**config.mk**
```make
export PLATFORM = sky130hd
export DESIGN_NAME = stage_sequencer_flat
export DESIGN_NICKNAME = d
export VERILOG_FILES = /design/src/rtl/stage_sequencer_pkg.sv /design/src/rtl/stage_sequencer_if.sv /design/src/rtl/stage_sequencer.sv /design/src/flat_wrapper.sv
export SDC_FILE = /design/constraint.sdc
export NUM_CORES = 1
export LEC_CHECK = 0
export CAP_MARGIN = 5
export CORE_ASPECT_RATIO = 0.5
export CORE_MARGIN = 1
export CORE_UTILIZATION = 40
export DETAILED_ROUTE_END_ITERATION = 16
export PLACE_DENSITY = 0.78
export SETUP_SLACK_MARGIN = 0.4
export SLEW_MARGIN = 0
export SYNTH_ARGS = -nofsm -noshare
export SYNTH_HDL_FRONTEND = slang
export SYNTH_SLANG_ARGS = --single-unit
```
**constraint.sdc**
```tcl
create_clock -name clk -period 4.6 [get_ports clk]
set_input_delay 0.69 -clock clk [delete_from_list [all_inputs] [get_ports clk]]
set_output_delay 0.69 -clock clk [all_outputs]
set_load 0.03 [all_outputs]
```
**src/rtl/stage_sequencer_pkg.sv**
```systemverilog
// rtl/stage_sequencer_pkg.sv - shared stage encodings, instruction field positions and helpers
package stage_sequencer_pkg;

  typedef enum logic [2:0] {
    ST_S0   = 3'd0,
    ST_S1   = 3'd1,
    ST_S2   = 3'd2,
    ST_S3   = 3'd3,
    ST_HALT = 3'd4
  } stage_e;

  // Field positions within the 32-bit instruction word.
  localparam int ALU_OP_LSB     = 24;
  localparam int OP_V1_CONST_BIT = 26;
  localparam int OP_HALT_BIT    = 27;
  localparam int OP_JNZ_BIT     = 28;
  localparam int OP_TO_RAM_BIT  = 29;
  localparam int V0_LSB         = 16;
  localparam int V1_LSB         = 8;
  localparam int V2_LSB         = 0;

  localparam logic [15:0] PC_STEP_DEFAULT = 16'd4;

  function automatic logic [15:0] zext8(input logic [7:0] b);
    return {8'h00, b};
  endfunction

  function automatic logic [3:0] stage_onehot(input stage_e s);
    case (s)
      ST_S0:   return 4'b0001;
      ST_S1:   return 4'b0010;
      ST_S2:   return 4'b0100;
      ST_S3:   return 4'b1000;
      default: return 4'b0000;
    endcase
  endfunction

endpackage

```
**src/rtl/stage_sequencer_if.sv**
```systemverilog
// rtl/stage_sequencer_if.sv - memory/ALU handshake bundle between sequencer and address mux
interface stage_sequencer_if;
  logic        mem_ready;
  logic [31:0] mem_rdata;
  logic [31:0] alu_result;
  logic        execute_from_brom;
  logic [3:0]  is_stage;
  logic [3:0]  is_write;
  logic        mem_valid;
  logic [15:0] address0;
  logic [15:0] address1;
  logic [15:0] address2;
  logic [15:0] address3;
  logic [1:0]  alu_op;
  logic [31:0] v1_value;
  logic [31:0] v2_value;
  logic [31:0] mem_wdata;
  logic        halted;

  modport master (
    input  mem_ready, mem_rdata, alu_result,
    output execute_from_brom, is_stage, is_write, mem_valid,
           address0, address1, address2, address3,
           alu_op, v1_value, v2_value, mem_wdata, halted
  );

  modport slave (
    output mem_ready, mem_rdata, alu_result,
    input  execute_from_brom, is_stage, is_write, mem_valid,
           address0, address1, address2, address3,
           alu_op, v1_value, v2_value, mem_wdata, halted
  );
endinterface

```
**src/rtl/stage_sequencer.sv**
```systemverilog
// rtl/stage_sequencer.sv - four-stage fetch/operand/write-back sequencer with PC and BROM/RAM select
module stage_sequencer
  import stage_sequencer_pkg::*;
#(
  parameter logic [15:0] PC_STEP   = PC_STEP_DEFAULT,
  parameter bit          BOOT_BROM = 1'b1
) (
  input logic               clk,
  input logic               reset,
  stage_sequencer_if.master bus
);

  stage_e      state_q, state_d;
  logic [15:0] pc_q, pc_d, pc_inc;
  logic [31:0] instr_q, instr_d;
  logic [31:0] v1_q, v1_d;
  logic [31:0] v2_q, v2_d;
  logic        brom_q, brom_d;
  logic        mem_valid;
  logic [3:0]  is_write;
  logic        unused_op_bits;

  assign pc_inc = pc_q + PC_STEP;

  always_comb begin
    state_d   = state_q;
    pc_d      = pc_q;
    instr_d   = instr_q;
    v1_d      = v1_q;
    v2_d      = v2_q;
    brom_d    = brom_q;
    mem_valid = 1'b0;
    is_write  = 4'b0000;
    case (state_q)
      ST_S0: begin
        mem_valid = 1'b1;
        if (bus.mem_ready) begin
          instr_d = bus.mem_rdata;
          state_d = bus.mem_rdata[OP_HALT_BIT] ? ST_HALT : ST_S1;
        end
      end
      ST_S1: begin
        if (instr_q[OP_V1_CONST_BIT]) begin
          v1_d    = {24'h0, instr_q[V1_LSB +: 8]};
          state_d = ST_S2;
        end else begin
          mem_valid = 1'b1;
          if (bus.mem_ready) begin
            v1_d    = bus.mem_rdata;
            state_d = ST_S2;
          end
        end
      end
      ST_S2: begin
        mem_valid = 1'b1;
        if (bus.mem_ready) begin
          v2_d    = bus.mem_rdata;
          state_d = ST_S3;
        end
      end
      ST_S3: begin
        // TO_RAM outranks JNZ, which outranks the normal write-back
        if (instr_q[OP_TO_RAM_BIT]) begin
          brom_d  = 1'b0;
          pc_d    = 16'h0000;
          state_d = ST_S0;
        end else if (instr_q[OP_JNZ_BIT]) begin
          pc_d    = (v1_q != 32'h0) ? zext8(instr_q[V0_LSB +: 8]) : pc_inc;
          state_d = ST_S0;
        end else begin
          mem_valid = 1'b1;
          is_write  = reset ? 4'b0000 : 4'b1000;
          if (bus.mem_ready) begin
            pc_d    = pc_inc;
            state_d = ST_S0;
          end
        end
      end
      ST_HALT: state_d = ST_HALT;
      default: state_d = ST_S0;
    endcase
  end

  always_ff @(posedge clk) begin
    if (reset) begin
      state_q <= ST_S0;
      pc_q    <= 16'h0000;
      instr_q <= 32'h0;
      v1_q    <= 32'h0;
      v2_q    <= 32'h0;
      brom_q  <= BOOT_BROM;
    end else begin
      state_q <= state_d;
      pc_q    <= pc_d;
      instr_q <= instr_d;
      v1_q    <= v1_d;
      v2_q    <= v2_d;
      brom_q  <= brom_d;
    end
  end

  assign bus.execute_from_brom = brom_q;
  assign bus.is_stage          = stage_onehot(state_q);
  assign bus.is_write          = is_write;
  assign bus.mem_valid         = mem_valid;
  assign bus.address0          = pc_q;
  assign bus.address1          = zext8(instr_q[V0_LSB +: 8]);
  assign bus.address2          = zext8(instr_q[V1_LSB +: 8]);
  assign bus.address3          = zext8(instr_q[V2_LSB +: 8]);
  assign bus.alu_op            = instr_q[ALU_OP_LSB +: 2];
  assign bus.v1_value          = v1_q;
  assign bus.v2_value          = v2_q;
  assign bus.mem_wdata         = is_write[3] ? bus.alu_result : 32'h0;
  assign bus.halted            = (state_q == ST_HALT);

  assign unused_op_bits = ^instr_q[31:30];

endmodule

```
**src/flat_wrapper.sv**
```systemverilog
// flat-port wrapper written by rule: the top's interface ports become plain ports
module stage_sequencer_flat import stage_sequencer_pkg::*;
#(
  parameter logic [15:0] PC_STEP   = PC_STEP_DEFAULT,
  parameter bit          BOOT_BROM = 1'b1
)
  (clk, reset, bus_mem_ready, bus_mem_rdata, bus_alu_result, bus_execute_from_brom, bus_is_stage, bus_is_write, bus_mem_valid, bus_address0, bus_address1, bus_address2, bus_address3, bus_alu_op, bus_v1_value, bus_v2_value, bus_mem_wdata, bus_halted);
  stage_sequencer_if bus_i ();
  input logic clk;
  input logic reset;
  input wire logic [$bits(bus_i.mem_ready)-1:0] bus_mem_ready;
  input wire logic [$bits(bus_i.mem_rdata)-1:0] bus_mem_rdata;
  input wire logic [$bits(bus_i.alu_result)-1:0] bus_alu_result;
  output wire logic [$bits(bus_i.execute_from_brom)-1:0] bus_execute_from_brom;
  output wire logic [$bits(bus_i.is_stage)-1:0] bus_is_stage;
  output wire logic [$bits(bus_i.is_write)-1:0] bus_is_write;
  output wire logic [$bits(bus_i.mem_valid)-1:0] bus_mem_valid;
  output wire logic [$bits(bus_i.address0)-1:0] bus_address0;
  output wire logic [$bits(bus_i.address1)-1:0] bus_address1;
  output wire logic [$bits(bus_i.address2)-1:0] bus_address2;
  output wire logic [$bits(bus_i.address3)-1:0] bus_address3;
  output wire logic [$bits(bus_i.alu_op)-1:0] bus_alu_op;
  output wire logic [$bits(bus_i.v1_value)-1:0] bus_v1_value;
  output wire logic [$bits(bus_i.v2_value)-1:0] bus_v2_value;
  output wire logic [$bits(bus_i.mem_wdata)-1:0] bus_mem_wdata;
  output wire logic [$bits(bus_i.halted)-1:0] bus_halted;
  assign bus_i.mem_ready = bus_mem_ready;
  assign bus_i.mem_rdata = bus_mem_rdata;
  assign bus_i.alu_result = bus_alu_result;
  assign bus_execute_from_brom = bus_i.execute_from_brom;
  assign bus_is_stage = bus_i.is_stage;
  assign bus_is_write = bus_i.is_write;
  assign bus_mem_valid = bus_i.mem_valid;
  assign bus_address0 = bus_i.address0;
  assign bus_address1 = bus_i.address1;
  assign bus_address2 = bus_i.address2;
  assign bus_address3 = bus_i.address3;
  assign bus_alu_op = bus_i.alu_op;
  assign bus_v1_value = bus_i.v1_value;
  assign bus_v2_value = bus_i.v2_value;
  assign bus_mem_wdata = bus_i.mem_wdata;
  assign bus_halted = bus_i.halted;
  stage_sequencer #(.PC_STEP(PC_STEP), .BOOT_BROM(BOOT_BROM)) u_core (.clk(clk), .reset(reset), .bus(bus_i));
endmodule
```
Yosys cells after proc, flatten, opt, wreduce, memory -nomap -nowiden
Index checks and enable logic that the tools add are counted.
W data, S select, Z words.
{"block": "totals", "out_inout_bits": 173, "register_bits": 114, "inputBits": 67, "wordCells": 51}
{"block": "classes", "reduce_logical": 11, "add_sub_neg": 1, "eq_ne": 8, "n_mux": 25}
{"cell": "$mux W32", "n": 3}
{"cell": "$mux W16", "n": 4}
{"cell": "$reduce_bool A32 Y1", "n": 1}
{"cell": "$mux W3", "n": 8}
{"cell": "$add A16 B3 Y16 const B", "n": 1}
{"cell": "$mux W4", "n": 4}
{"cell": "$pmux W4 S4", "n": 1}
{"cell": "$pmux W3 S5", "n": 1}
{"cell": "$reduce_and A2 Y1", "n": 5}
{"cell": "$eq A3 B2 Y1 const B", "n": 2}
{"cell": "$ne A2 B2 Y1 const B", "n": 2}
{"cell": "$ne A4 B2 Y1 const B", "n": 1}
{"cell": "$reduce_and A4 Y1", "n": 1}
{"cell": "$eq A3 B1 Y1 const B", "n": 1}
{"cell": "$eq A3 B3 Y1 const B", "n": 1}
{"cell": "$logic_not A3 Y1", "n": 1}
{"cell": "$mux W1", "n": 3}
{"cell": "$ne A3 B2 Y1 const B", "n": 1}
{"cell": "$pmux W1 S3", "n": 1}
{"cell": "$reduce_bool A3 Y1", "n": 1}
{"cell": "$reduce_bool A2 Y1", "n": 1}
{"cell": "$reduce_or A2 Y1", "n": 1}

Logic depth before layout (Yosys ltp)
Gate-level depths: netlist of the first run.
{"block": "depth", "word_depth": 5, "mapped_depth": 8, "ltp_nobuf": 6}

Worst setup path after synthesis of the first run
Ideal clock, no wire load.
{"block": "synth_timing", "path_kind": "register -> output", "from": "reg u_core.state_q[0]", "to": "out bus_mem_wdata[22]", "stages_incl_launch_ff": 7, "path_buffers": 3, "slack_ps": 2030, "t_required_ps": 3910, "arrival_ps": 1880, "path_cell_list": "dfxtp_1 buf_4 nand3b_1 buf_2 nor4_2 clkbuf_1 and2_1"}
{"block": "synth_via", "elab_chain_cells": 3}
{"element": "from (decl)", "line_no": "stage_sequencer.sv:13", "source": "stage_e state_q, state_d;"}
{"element": "from (signal assigned)", "line_no": "stage_sequencer.sv:93", "source": "state_q <= state_d;"}
{"element": "$eq A3 B2 Y1", "line_no": "stage_sequencer.sv:34", "source": "case (state_q)"}
{"element": "$mux W4", "line_no": "stage_sequencer.sv:34"}
{"element": "net bus_is_write[3]", "line_no": "flat_wrapper.sv:16", "source": "output wire logic [$bits(bus_i.is_write)-1:0] bus_is_write;"}
{"element": "$mux W32", "line_no": "stage_sequencer.sv:113", "source": "assign bus.mem_wdata = is_write[3] ? bus.alu_result : 32'h0;"}
{"element": "to (decl)", "line_no": "flat_wrapper.sv:25", "source": "output wire logic [$bits(bus_i.mem_wdata)-1:0] bus_mem_wdata;"}
The timed path passes the listed nets, and every way through them passes these cells.

Worst setup path after layout of the first run
{"block": "layout_timing", "from": "reg u_core.state_q[0]", "to": "out bus_mem_wdata[31]"}
{"block": "layout_via", "elab_chain_cells": 3}
{"element": "$eq A3 B2 Y1", "line_no": "stage_sequencer.sv:34"}
{"element": "$mux W4", "line_no": "stage_sequencer.sv:34"}
{"element": "$mux W32", "line_no": "stage_sequencer.sv:113"}
No other way between the ends.

==> results of run 1 <==
sequential cells by signal (all words and copies together), names as in the netlist:
name	cells
u_core.bus.address0	16
u_core.bus.execute_from_brom	1
u_core.bus.v1_value	32
u_core.bus.v2_value	32
u_core.instr_q	29
u_core.state_q	3
placed cells by master (no fill, tap or decap), types with 17 or more instances in the layout:
cell	n
conb_1	27
nor2_1	18
clkbuf_16	17
a21oi_1	90
and2_1	33
nand3b_1	26
nand2_1	163
dfxtp_1	113
clkdlybuf4s50_1	211
logic make-up (layout without fill, tap and decap cells):
kind of cell | count (synthesis) | count (layout) | share of synthesized area [%]
other cells | 1 | 27 | 0.07236
compound gates | 121 | 121 | 13.04
xor+xnor | 7 | 7 | 1.183
buf+inv | 107 | 261 | 12.19
flops | 113 | 113 | 43.65
mux | 12 | 12 | 2.318
simple gates | 294 | 295 | 27.31
fa+ha+maj | 1 | 1 | 0.2414
worst paths after layout:
path | slack, ns | startpoint | to
min | 0.45 | u_core.bus.v2_value[2] | u_core.bus.v2_value[2]
max reg2reg | 1.94 | u_core.state_q[1] | u_core.bus.v1_value[22]
min reg2reg | 0.45 | u_core.bus.v2_value[2] | u_core.bus.v2_value[2]
max | 0.79 | u_core.state_q[0] | bus_mem_wdata[31]
power by group:
group	switching (mW)	leakage, nW	internal (mW)
clock network	0.477	0.299	0.962
logic	0.279	1.51	0.178
registers	0.0396	0.917	1.02
layout make-up:
class	count	area, um^2
sequential	113	2262
fill	1042	4478
inverter	10	37.54
multi-input combinational	463	2426
timing repair buffer	219	2172
clock inverter	13	211.5
clock buffer	19	432.9
tap	165	206.4
metal layers:
metal | up-vias | GRT usage (%) | wire length, um | share of wire [%]
li1 | 2459 | - | - | -
met3 | 33 | 5.644 | 1000 | 5.9
met2 | 175 | 43.91 | 8309 | 49
met1 | 2392 | 28.43 | 7121 | 42
met4 | 0 | 11.40 | 423 | 2.5
met5 | - | 0 | 0 | 0
worst reg2reg max path: stages (launching register included):
cell,delay [ns]
dfxtp_1,0.54
or3b_4,0.46
a311oi_4,0.42
nand2b_1,0.81
nand2_1,0.13
a21oi_1,0.20
repair_timing:
item,CTS,global route
endpoints found under the setup margin,0,33
gates resized for setup,0,1
hold buffers,0,0
Yosys cell counts (3+ instances only):
library cell	count
a211oi_1	8
a21oi_1	90
a31oi_1	7
and2_1	33
and4_1	3
buf_2	7
buf_4	55
clkbuf_1	33
dfxtp_1	113
inv_1	10
mux2i_1	12
nand2_1	163
nand2b_1	5
nand3_1	9
nand3b_1	26
nor2_1	20
nor2b_1	3
nor3_1	13
nor4_1	9
o21ai_0	7
o22ai_1	3
or4_1	3
xor2_1	6
==> impl_metrics.toml, run 1 <==
[yosys]
synthTopCellsByArea = "dfxtp_1 44%, nand2_1 12%, a21oi_1 8.7%, buf_4 8.0%, and2_1 4.0%"
yosysTopAreaCell = "dfxtp_1"
async_reset_ff_share_pct = 0
yosysSeqAreaShare_pct = 43.65
synth_area_um2 = 5182
ys_warn_count = 0
synthDistinctLibCells = 36
yosysTopAreaCellShare_pct = 43.65
synth_seq_cells = 113
synthCells = 656
avgSynthCellArea_um2 = 7.900
synth-edff-count = 0
yosys_most_used_dff = "dfxtp_1"

[sta]
hold_ws_ns = 0.4527
finalSetupViolations = 0
slew_headroom_pct = 24.01
finalSetupTns_ns = 0
hold_viol = 0
fmax_mhz = 262.2
finalWorstSetupSlack_ns = 0.7856
tightest_slew_ns = 1.140
drv_slew = 0
rsz0062_at_grt = "false"
fin_crit_sh_pct = 82.92
fin_crit_ns = 3.814
finClkSkew_ns = 0.01006

[clock_tree]
cts_inserted_buffers = 17
htreeDepth = 4
insertion_delay_ns = 0.41
cts_tree = "done"
cts_buffer_depth = 2
path_clk_slew_ns = 0.06
root_buffer = "clkbuf_16"
cts.sinks = 113
post_cts_buffers = 0

[global_routing]
antenna_found_initial = 0
grt_pass1_vias = 4610
gr-total-overflow = 0
grt_use_total_pct = 24.53
grt_max_degree = 110
grt_pass1_wl_um = 24860

[floorplanning]
fp.dieW_um = 163.0
die_area_um2 = 13440
die_y_um = 82.49
placement_rows = 28
design.core.area_um2 = 12230
start_util_pct = 42.39
io_pins = 240

[status]
status = "finished clean"

[pwr]
power_mw = 2.955
max-vdd-ir-drop_v = 0.0003052
p_leak_nw = 2.724
p_per_area_nw_per_um2 = 381.4

[min_path]
hold_path_depth = 2
hp-class = "flop to flop"

[detailed_routing]
antenna_left = 0
vias_per_cell = 5.049
wl_um = 16860
routedWlPerCell_um = 16.82
drt_pre_antenna_iters = 4
first_iter_violations = 412
vias = 5059
drc = 0

[final_layout]
post-route-cell-area_um2 = 7749
antenna_cells = 0
area_delta_synth_final_pct = 49.52
final_cells = 1002
drive_above_1_share_pct = 5.854
nNetsFinal = 892
fin_util_pct = 63.37

[critical_path]
cp.depth = 4
max_stage_delay_ns = 0.70
crit_path_top_delay_cell = "nor4_4"
start_kind = "flop"
crit_chain = "nand3b_1, nor4_4, and2_1, clkdlybuf4s50_1"
path_buf_inv = 1
worstPathRequired_ns = 3.91
cp.arrival_ns = 3.12
r2r_cells = 5
crit_family = "simple AND/OR/NAND/NOR gates"
cp-end-kind = "primary output"
critPathMaxFanout = 16
worstSetupPathType = "flop to primary output"

[placement]
portBuffers = 212
preCtsSetupSlack_ns = 1.090
dpl.hpwl_um = 11750
dp_cells = 969
place_area_um2 = 7083
gp_congestion = 0.9184

[flow_run]
cap_violations = 0
Power figures use the tool's default switching activity.
==> inputs of run 2 (changes only) <==
==> constraint.sdc (replaced) <==
create_clock -name clk -period 3.7 [get_ports clk]
set_input_delay 0.555 -clock clk [delete_from_list [all_inputs] [get_ports clk]]
set_output_delay 0.555 -clock clk [all_outputs]
set_load 0.03 [all_outputs]
==> run 2 against run 1 <==
Effect of this change:
- die area stayed put
- clock-buffer cell count is 2 lower
- global-route usage is 0.12 points lower
- first-iteration DRC count is 21% lower
- flip-flop and latch count stayed put
- clock power is 9.7% higher
- sequential power is 25% higher
- worst hold slack hardly changed
- register-to-register slack worse by 0.84 ns
- largest power group unchanged
- highest routed layer unchanged
==> impl_metrics.toml, run 2 (synthesis results as in run 1) <==
[final_layout]
layout_common_cells = "211 x clkdlybuf4s50_1, 163 x nand2_1, 113 x dfxtp_1"
area_delta_synth_final_pct = 48.17
drive_above_1_share_pct = 6.317
antenna_cells = 0
layout_commonest_cell = "clkdlybuf4s50_1"
nNetsFinal = 894

[min_path]
hold_path_depth = 2
hp-class = "flop to flop"
hold_end = "u_core.bus.v2_value[17]"
hp-start = "u_core.bus.v2_value[17]"

[detailed_routing]
vias_per_cell = 4.991
routedWlPerCell_um = 16.40
antenna_left = 0
first_iter_violations = 327
wl_um = 16470
drt_pre_antenna_iters = 5
drc = 0
vias = 5011

[floorplanning]
placement_rows = 28
start_util_pct = 42.39
io_pins = 240
die_y_um = 82.49
die_area_um2 = 13440
design.core.area_um2 = 12230
fp.dieW_um = 163.0

[pwr]
p_leak_nw = 2.711
p_per_area_nw_per_um2 = 450.3
max-vdd-ir-drop_v = 0.0003430

[critical_path]
worstSetupPathType = "flop to primary output"
worstPathRequired_ns = 3.14
timing.rr.end = "u_core.bus.v1_value[10]"
r2r_cells = 6
cp-end-kind = "primary output"
r2r_start = "u_core.state_q[1]"
rrSetupSlack_ns = 1.10
start_kind = "flop"
cp.arrival_ns = 2.50
critPathMaxFanout = 33
worstSetupStartpoint = "u_core.state_q[0]"

[sta]
fin_crit_sh_pct = 82.45
rsz0062_at_grt = "false"
finClkSkew_ns = 0.01034
finalSetupViolations = 0
hold_viol = 0
fin_crit_ns = 3.051
finalWorstSetupSlack_ns = 0.6493
slew_headroom_pct = 22.51
tightest_slew_ns = 1.162
drv_slew = 0
fmax_mhz = 327.8
finalSetupTns_ns = 0

[flow_run]
cap_violations = 0

[clock_tree]
cts_buffer_depth = 2
cts_inserted_buffers = 17
cts_hold_buffers = 0
insertion_delay_ns = 0.41
htreeDepth = 4
cts_tree = "done"
root_buffer = "clkbuf_16"
cts.sinks = 113
path_clk_slew_ns = 0.05

[status]
status = "finished clean"

[placement]
dpl.hpwl_um = 11720
portBuffers = 212
preCtsSetupSlack_ns = 0.7988
gp_congestion = 0.9158

[global_routing]
grt_use_total_pct = 24.41
gr-total-overflow = 0
antenna_found_initial = 0
grt_pass1_vias = 4737
grt_max_degree = 110
grt_pass1_wl_um = 25090
run 2: worst max path at each step:
stage	endpoint	slack, ns	depth (start not counted)
after global routing	bus_mem_wdata[30]	0.54	5
after floorplan	bus_mem_wdata[22]	1.27	6
after CTS	bus_mem_wdata[30]	0.65	5
final	bus_mem_wdata[30]	0.65	5
after global placement	bus_mem_wdata[28]	0.90	5
after detailed placement	bus_mem_wdata[30]	0.80	5
run 2: final cells by class:
| class | instances | area, um^2 |
|---|---|---|
| timing repair buffer | 222 | 2195 |
| sequential | 113 | 2262 |
| multi-input combinational | 462 | 2405 |
| fill | 1059 | 4548 |
| tap | 165 | 206.4 |
| inverter | 10 | 37.54 |
| clock inverter | 15 | 147.6 |
| clock buffer | 17 | 425.4 |
run 2: per-stage QoR:
step | hold slack, ns | std cells | total power, mW | util [%] | cell area [um^2]
global route | 0.4712 | 1004 | 3.583 | 62.80 | 7679
finish | 0.4523 | 1004 | 3.458 | 62.80 | 7679
floorplan | 0.4367 | 682 | 1.706 | - | 5280
global placement | 0.4422 | 971 | 1.897 | 58.05 | 7098
CTS | 0.4541 | 1004 | 3.480 | 62.80 | 7679
detailed placement | 0.4455 | 971 | 1.902 | 58.05 | 7098
run 2: per-layer routing:
layer | GRT usage (%) | wire length (um) | vias to the layer above
met3 | 5.844 | 1250 | 22
met5 | 0 | 0 | -
met4 | 10.00 | 293 | 0
met2 | 44.17 | 8191 | 199
li1 | - | - | 2459
met1 | 28.24 | 6732 | 2331
run 2: power breakdown:
part	leakage (nW)	internal, mW	total [mW]	switching, mW
Clock	0.274	0.942	1.58	0.637
Sequential	0.917	1.27	1.32	0.0476
Combinational	1.52	0.222	0.563	0.341
Total	2.71	2.43	3.46	1.03
run 2: repair_timing:
action / in CTS / in global routing
resized for setup: 0 / 0
setup endpoints to repair: 28 / 0
buffers inserted: 1 / 0
run 2: worst max-delay path, cell delays in order, from the launching register on:
cell and delay, ns:
dfxtp_1 0.57, nand3b_1 0.22, nor4_4 0.17, buf_4 0.28
and2_1 0.17, clkdlybuf4s50_1 0.68
==> inputs of run 3 (changes only) <==
--- a/config.mk
+++ b/config.mk
@@ -8,7 +8,7 @@
 export CAP_MARGIN = 5
 export CORE_ASPECT_RATIO = 0.5
 export CORE_MARGIN = 1
-export CORE_UTILIZATION = 40
+export CORE_UTILIZATION = 38
 export DETAILED_ROUTE_END_ITERATION = 16
 export PLACE_DENSITY = 0.78
 export SETUP_SLACK_MARGIN = 0.4
==> constraint.sdc (replaced) <==
create_clock -name clk -period 2.4 [get_ports clk]
set_input_delay 0.36 -clock clk [delete_from_list [all_inputs] [get_ports clk]]
set_output_delay 0.36 -clock clk [all_outputs]
set_load 0.03 [all_outputs]
==> run 3 against run 2 <==
Effect of this change:
- critical path depth rose by 1
- largest cell class unchanged
- largest power group unchanged
- critical endpoint is now bus_mem_wdata[17]
- non-clock buffer count rose by 25
- final area rose by 6.5%
- highest routed layer unchanged
==> impl_metrics.toml, run 3 (synthesis results as in run 1) <==
[critical_path]
max_stage_delay_ns = 0.35
crit_family = "simple AND/OR/NAND/NOR gates"
worstSetupPathType = "flop to primary output"
crit_path_frequent_cell = "buf_6"
critPathMaxFanout = 8
worstPathRequired_ns = 2.04
start_kind = "flop"
cp.arrival_ns = 1.72
crit_chain = "nand3b_1, nor4_4, buf_6, clkbuf_16, and2_4, buf_6"
path_buf_inv = 3
crit_path_top_delay_cell = "dfxtp_4"
cp-end-kind = "primary output"

[sta]
hold_ws_ns = 0.4514
hold_viol = 0
finClkSkew_ns = 0.01116
drv_slew = 0
fmax_mhz = 480.2
finalSetupViolations = 0
tightest_slew_ns = 0.5650
finalWorstSetupSlack_ns = 0.3176
fin_crit_sh_pct = 86.77
slew_headroom_pct = 62.13
rsz0062_at_grt = "true"
finalSetupTns_ns = 0
fin_crit_ns = 2.082

[floorplanning]
die_area_um2 = 14140
io_pins = 240
start_util_pct = 39.90
design.core.area_um2 = 12990
die_y_um = 84.58
placement_rows = 29
fp.dieW_um = 167.2

[detailed_routing]
vias = 5236
first_iter_violations = 474
drt_pre_antenna_iters = 6
antenna_left = 0
routedWlPerCell_um = 16.48
drc = 0
wl_um = 17040
vias_per_cell = 5.064

[pwr]
swShare_pct = 27.50
power_frac_seq_pct = 35.4
p_leak_nw = 3.085
power_mw = 5.714
p_clk_share_pct = 48.4
power.net_switching_mw = 1.571
power.internal_mw = 4.143
p_per_area_nw_per_um2 = 698.5
pwr-share-comb_pct = 16.2
max-vdd-ir-drop_v = 0.0004086

[global_routing]
gr-total-overflow = 0
grt_pass1_wl_um = 26190
grt_max_degree = 110
grt_pass1_vias = 5023
antenna_found_initial = 0
grt_use_total_pct = 23.41

[final_layout]
nNetsFinal = 919
seqCellArea_um2 = 2271
multi_input_area_um2 = 2530
antenna_cells = 0
area_delta_synth_final_pct = 57.85
fill_cells = 1051
layout_commonest_cell = "clkdlybuf4s50_1"
layout_common_cells = "171 x clkdlybuf4s50_1, 163 x nand2_1, 110 x dfxtp_1"
drive_above_1_share_pct = 17.59
final_cells = 1034

[clock_tree]
path_clk_slew_ns = 0.06
root_buffer = "clkbuf_16"
cts_inserted_buffers = 17
cts_buffer_depth = 2
cts.sinks = 113
insertion_delay_ns = 0.41
htreeDepth = 4
cts_tree = "done"

[min_path]
hp-class = "flop to flop"

[flow_run]
cap_violations = 0

[status]
status = "finished clean"

[placement]
dp_cells = 987
preCtsSetupSlack_ns = 0.2572
dpl.hpwl_um = 11220
gp_congestion = 0.8645
portBuffers = 212
-- run 3: layout make-up --
| type | instances | share of cell area (%) |
|---|---|---|
| Timing Repair Buffer | 247 | 30.28 |
| Tap cell | 170 | 2.600 |
| Clock buffer | 19 | 5.537 |
| Sequential cell | 113 | 27.76 |
| Clock inverter | 13 | 2.432 |
| Inverter | 10 | 0.4589 |
| Multi-Input combinational cell | 462 | 30.93 |
-- run 3: per-stage QoR --
stage               instance area [um^2]  util (%)
floorplan                           5295         -
global placement                    7126     54.85
detailed placement                  7126     54.85
CTS                                 8001     61.60
global route                        8180     62.97
finish                              8180     62.97
-- run 3: path summary, 6_finish.rpt --
path	startpoint	endpoint	slack, ns	cells past startpoint
max	u_core.state_q[2]	bus_mem_wdata[17]	0.32	6
min	u_core.bus.v2_value[13]	u_core.bus.v2_value[13]	0.45	2
max reg2reg	u_core.state_q[2]	u_core.bus.address0[7]	0.33	10
min reg2reg	u_core.bus.v2_value[13]	u_core.bus.v2_value[13]	0.45	2
-- run 3: worst min-delay path, cell delays in order (launching register included) --
cell and delay [ns]:
dfxtp_1 0.30, nand2_1 0.05, a21oi_1 0.05
-- run 3: metal layers --
layer,track usage (%),up-vias,wire length (um)
met5,0,-,0
met4,8.340,0,318
met3,5.893,26,1026
met2,40.89,223,8494
met1,28.12,2476,7198
li1,-,2511,-
-- run 3: power by group through the flow --
stage | clock network (mW) | logic (mW) | registers [mW]
floorplan | 0 | 0.527 | 2.10
global placement | 0 | 0.869 | 2.06
detailed placement | 0 | 0.876 | 2.06
CTS | 2.79 | 0.891 | 2.02
global route | 2.89 | 0.980 | 2.03
finish | 2.77 | 0.925 | 2.02
-- run 3: timing repair --
action                                  4_1_cts  5_1_grt
pin swaps                                    11       20
setup buffers                                 5        6
endpoints found under the setup margin       62       65
hold endpoints to repair                      0        0
gates cloned                                  3        1
hold buffers                                  0        0
resized for setup                            61       34
